### src/rtl/fetch_pc_unit.sv
// Instruction-fetch front end: owns the PC, issues one outstanding word fetch
// over req/gnt/rvalid, and hands results to decode through a 1-entry buffer.
module fetch_pc_unit #(
  parameter logic [31:0] RESET_PC = 32'h0000_0000
) (
  input  logic        CLK,
  input  logic        nRST,
  input  logic        redirect_en,
  input  logic [31:0] redirect_addr,
  output logic        imem_req,
  output logic [31:0] imem_addr,
  input  logic        imem_gnt,
  input  logic        imem_rvalid,
  input  logic [31:0] imem_rdata,
  input  logic        imem_fault,
  output logic        if_valid,
  output logic [31:0] if_pc,
  output logic [31:0] if_instr,
  output logic        if_fault,
  input  logic        if_ready
);

  localparam logic [31:0] NOP_INSTR = 32'h0000_0013;

  typedef enum logic [2:0] {
    S_IDLE,
    S_REQ,
    S_WAIT,
    S_SQUASH,
    S_FAULT
  } state_e;

  state_e      state_q, state_d;
  logic [31:0] pc_q, pc_d;
  logic        req_pending_q, req_pending_d;
  logic        buf_valid_q, buf_valid_d;
  logic [31:0] buf_pc_q, buf_pc_d;
  logic [31:0] buf_instr_q, buf_instr_d;
  logic        buf_fault_q, buf_fault_d;

  logic        buf_free;
  logic        pc_aligned;
  logic        handshake;

  assign buf_free   = !buf_valid_q || if_ready;
  assign pc_aligned = (pc_q[1:0] == 2'b00);

  // The request depends on if_ready combinationally so a drained buffer can
  // be refilled back-to-back; req_pending keeps an issued request asserted.
  assign imem_req  = (state_q == S_REQ) && pc_aligned && (buf_free || req_pending_q);
  assign imem_addr = pc_q;
  assign handshake = imem_req && imem_gnt;

  assign if_valid = buf_valid_q;
  assign if_pc    = buf_pc_q;
  assign if_instr = buf_instr_q;
  assign if_fault = buf_fault_q;

  always_comb begin
    // NOTE: every signal assigned here gets a default first, so no path can
    // leave a value unassigned and infer a latch.
    state_d       = state_q;
    pc_d          = pc_q;
    req_pending_d = req_pending_q;
    buf_valid_d   = buf_valid_q;
    buf_pc_d      = buf_pc_q;
    buf_instr_d   = buf_instr_q;
    buf_fault_d   = buf_fault_q;

    if (buf_valid_q && if_ready) begin
      buf_valid_d = 1'b0;
    end

    case (state_q)
      S_IDLE: begin
        state_d = S_REQ;
      end

      S_REQ: begin
        if (!pc_aligned) begin
          if (buf_free) begin
            buf_valid_d = 1'b1;
            buf_pc_d    = pc_q;
            buf_instr_d = NOP_INSTR;
            buf_fault_d = 1'b1;
            state_d     = S_FAULT;
          end
        end else if (handshake) begin
          req_pending_d = 1'b0;
          state_d       = S_WAIT;
        end else if (imem_req) begin
          req_pending_d = 1'b1;
        end
      end

      S_WAIT: begin
        if (imem_rvalid) begin
          buf_valid_d = 1'b1;
          buf_pc_d    = pc_q;
          buf_instr_d = imem_rdata;
          buf_fault_d = imem_fault;
          if (imem_fault) begin
            state_d = S_FAULT;
          end else begin
            pc_d    = pc_q + 32'd4;
            state_d = S_REQ;
          end
        end
      end

      S_SQUASH: begin
        if (imem_rvalid) begin
          state_d = S_REQ;
        end
      end

      S_FAULT: begin
        state_d = S_FAULT;
      end

      default: begin
        state_d = S_IDLE;
      end
    endcase

    // Redirect overrides everything above: new PC, flush the buffer, and
    // remember whether a response for the old PC is still on its way.
    if (redirect_en && (state_q != S_IDLE)) begin
      pc_d          = redirect_addr;
      buf_valid_d   = 1'b0;
      req_pending_d = 1'b0;
      case (state_q)
        S_REQ:    state_d = handshake ? S_SQUASH : S_REQ;
        S_WAIT:   state_d = imem_rvalid ? S_REQ : S_SQUASH;
        S_SQUASH: state_d = imem_rvalid ? S_REQ : S_SQUASH;
        S_FAULT:  state_d = S_REQ;
        default:  state_d = S_IDLE;
      endcase
    end
  end

  // NOTE: sequential state uses non-blocking assignments so every register
  // samples the pre-edge values, independent of statement order.
  always_ff @(posedge CLK or negedge nRST) begin
    if (!nRST) begin
      state_q       <= S_IDLE;
      pc_q          <= RESET_PC;
      req_pending_q <= 1'b0;
      buf_valid_q   <= 1'b0;
      buf_pc_q      <= 32'h0000_0000;
      buf_instr_q   <= NOP_INSTR;
      buf_fault_q   <= 1'b0;
    end else begin
      state_q       <= state_d;
      pc_q          <= pc_d;
      req_pending_q <= req_pending_d;
      buf_valid_q   <= buf_valid_d;
      buf_pc_q      <= buf_pc_d;
      buf_instr_q   <= buf_instr_d;
      buf_fault_q   <= buf_fault_d;
    end
  end

endmodule

### config.mk
export PLATFORM = sky130hd
export DESIGN_NAME = fetch_pc_unit
export DESIGN_NICKNAME = d
export VERILOG_FILES = /design/src/rtl/fetch_pc_unit.sv
export SDC_FILE = /design/constraint.sdc
export NUM_CORES = 1
export LEC_CHECK = 0
export ABC_AREA = 1
export BUFFER_PORTS_ARGS = -buffer_cell sky130_fd_sc_hd__buf_2
export CAP_MARGIN = 40
export CORE_MARGIN = 3
export CORE_UTILIZATION = 51
export DETAILED_ROUTE_END_ITERATION = 10
export PLACE_DENSITY = 0.8
export SYNTH_ARGS = -nofsm -noshare
export SYNTH_HDL_FRONTEND = slang
export SYNTH_SLANG_ARGS = --single-unit
### constraint.sdc
create_clock -name CLK -period 1.78 [get_ports CLK]
set_input_delay 0.267 -clock CLK [delete_from_list [all_inputs] [get_ports CLK]]
set_output_delay 0.267 -clock CLK [all_outputs]
set_load 0.02 [all_outputs]
==> impl_metrics.env <==
export IMPL_worst_path_stages=4
export IMPL_synthXorXnorAreaFrac=0.00171
export IMPL_detailed_place_area_um2=6150
export IMPL_avgRoutedWirePerCell_um=15.1
export IMPL_netlist_area_um2=5130
export IMPL_synth_top_cells_by_area="dfrtp_1 (48%), nand2_1 (18%), nor2_1 (7.2%)"
export IMPL_status="complete, no violations"
export IMPL_rsz0062_at_grt="yes"
export IMPL_hp_class="input port to flip-flop"
export IMPL_yosysUniqueCellTypes=29
export IMPL_post_synth_cell_area_avg_um2=7.38
export IMPL_worstPathCellList="inv_2 > nand3_2 > nor3_4 > buf_4"
export IMPL_fin_nets=938
export IMPL_seq_cells_post_synth=102
export IMPL_maxClockFrequency_mhz=574
export IMPL_htree_num_levels=3
export IMPL_synth_largest_type_area_fraction=0.483
export IMPL_post_route_worst_setup_slack_ps=37.4
export IMPL_place_congestion=0.959
export IMPL_critical_path_reg2reg_endpoint="imem_addr[11]"
export IMPL_synth_compound_area_frac=0.108
export IMPL_finish_cell_count_without_fillers=1000
export IMPL_synth_seq_area_share=0.498
export IMPL_drt_pass1_iter_count=7
export IMPL_r2r_cells=9
export IMPL_number_of_enable_flip_flop_cells_after_synthesis=0
export IMPL_die_area_um2=11300
export IMPL_fp_dieW_um=106
export IMPL_critical_path_required_ps=1510
export IMPL_cts_root_buf="clkbuf_8"
export IMPL_port_buffers=169
export IMPL_grt_start_max_net_pins=69
export IMPL_initial_core_util=0.540
export IMPL_cellLeakagePower_nw=3.35
export IMPL_global_route_usage_total=0.265
export IMPL_fin_area_um2=6450
export IMPL_setup_violations_final=0
export IMPL_hold_slack_ps=109
export IMPL_sum_of_net_half_perimeters_after_detailed_placement_mm=11.3
export IMPL_final_layout_size_suffix_gt1_frac=0.257
export IMPL_cap_viol_max_count=0
export IMPL_clock_tree_buffer_depth=2
export IMPL_crit_path_capture_type="output pin"
export IMPL_power_per_cell_area_nw_per_um2=1880
export IMPL_cts_tree="built"
export IMPL_worst_path_class_setup="flip-flop to output pin"
export IMPL_slew_headroom=0.664
export IMPL_synth_mux_area_frac=0
export IMPL_worst_setup_path_startpoint="state_q[2]"
export IMPL_vdd_ir_drop_max_mv=1.09
export IMPL_final_hold_violation_count=0
export IMPL_final_core_utilization=0.679
export IMPL_worst_path_max_fanout=5
export IMPL_most_common_cell_after_layout_fill_and_taps_aside="nand2_1"
export IMPL_postSynth_asyncResetShare=1.00
export IMPL_grt_pass1_vias=4746
export IMPL_final_cell_mix="nand2_1 (252), buf_2 (167), dfrtp_1 (98), nor2_1 (96), o21ai_0 (65)"
export IMPL_synth_top_family_by_area="simple AND/OR/NAND/NOR gates"
export IMPL_report_power_total_mw=12.1
export IMPL_syn_instance_count=695
export IMPL_detail_route_vias_per_cell=5.20
export IMPL_synthToLayoutAreaGrowth_pct=25.7
export IMPL_slowest_delay_ps=420
export IMPL_worst_endpoint_arrival_ps=1480
export IMPL_ant_nets=0
export IMPL_inst_count_dp=981
export IMPL_grt_first_pass_wirelength_mm=23.9
export IMPL_cp_start_kind="flip-flop"
export IMPL_numCtsBuffers=9
export IMPL_clk_insertion_delay_late_ps=360
export IMPL_path_delay_family="flip-flops"
export IMPL_critical_path_slowest_cell="dfrtp_1"
export IMPL_globalRoute_totalOverflow=0
export IMPL_drc_errors=0
export IMPL_clkSlewWorstSetupHoldPaths_ps=100
export IMPL_synth_simple_area_share=0.319
export IMPL_setup_tns_final_ps=0
export IMPL_boundaryPins=170
export IMPL_initial_antenna_violation_count=1
export IMPL_drv_slew=0
export IMPL_slew_of_the_pin_with_the_lowest_slew_margin_ps=505
export IMPL_die_height_um=106
export IMPL_ys_warn_count=0
export IMPL_cp_num_buf_inv=2
export IMPL_worst_slack_at_placement_ps=110
export IMPL_synth_adder_area_share=0.00244
export IMPL_fin_crit_sh=0.979
export IMPL_via_count=5197
export IMPL_finalWorstPathRequiredPeriod_ps=1740
export IMPL_postSynthNetCount=767
export IMPL_worst_reg_to_reg_setup_slack_ps=140
export IMPL_cts_sinks=102
export IMPL_placementRows=35
export IMPL_placeableCoreArea_um2=9500
export IMPL_worstSetupEndpoint="imem_req"
export IMPL_fin_skew_ps=15.9
export IMPL_ys_flop_type="dfrtp_1"
export IMPL_wirelength_mm=15.1
export IMPL_post_synth_top_area_cell="dfrtp_1"
export IMPL_timing_rr_start="state_q[0]"
export IMPL_drt_iter0_drc=485
==> metal layers <==
metal / part of all wire / track usage
met5: 0 / 0
met4: 0.018 / 0.0870
met3: 0.091 / 0.0352
met2: 0.46 / 0.414
met1: 0.43 / 0.383
==> tightest hold or removal path, cell delays in order <==
cell	delay [ps]
buf_2	80
nand2_1	40
o21ai_0	60
==> cell usage after synthesis (8+ instances only) <==
cell type,number
a21oi_1,8
buf_2,8
buf_6,8
clkbuf_1,10
dfrtp_1,99
inv_1,42
nand2_1,252
nand3_1,41
nor2_1,98
o21ai_0,65
o21ai_1,23
==> flip-flops by register name (all words and copies together) (netlist names) <==
name and flops:
if_fault 1, if_instr 32, if_pc 32, if_valid 1, imem_addr 32, req_pending_q 1
state_q 3
==> timing repair <==
item	4_1_cts	5_1_grt
setup buffers	0	1
pin swaps	0	1
endpoints found under the hold margin	32	0
endpoints found under the setup margin	1	10
gates resized for setup	1	11
hold buffers	1	0
gates cloned	0	1
==> kinds of logic after synthesis <==
group / after synthesis
AOI/OAI and AO/OA: 106
xor gates and xnor gates: 1
adders and majority gates: 1
buffers and inverters: 76
DFF: 102
and+or+nand+nor: 409
==> worst min-delay path by stage <==
stage / cells past startpoint / startpoint / slack (ps) / end
5_1_grt: 3 / redirect_addr[1] / 120 / imem_addr[1]
4_1_cts: 3 / redirect_addr[1] / 90 / imem_addr[1]
3_3_place_gp: 1 / nRST / 260 / imem_addr[20]
3_5_place_dp: 1 / nRST / 260 / imem_addr[20]
2_1_floorplan: 0 / nRST / -30 / if_fault
6_report: 3 / redirect_addr[1] / 110 / imem_addr[1]
==> cell type report <==
class / count / area, um2
multi-input combinational: 517 / 2240
antenna: 1 / 2.50
sequential: 102 / 2560
inverter: 48 / 183
timing repair buffer: 188 / 1090
tap: 129 / 161
clock buffer: 10 / 138
clock inverter: 5 / 81.3
fill: 816 / 3050
==> where the power goes <==
group          internal [mW]  total, mW  switching [mW]
combinational           2.11       6.35            4.24
clock                  0.826       1.61           0.782
sequential              3.29       4.14           0.849
Power figures use the tool's default switching activity.
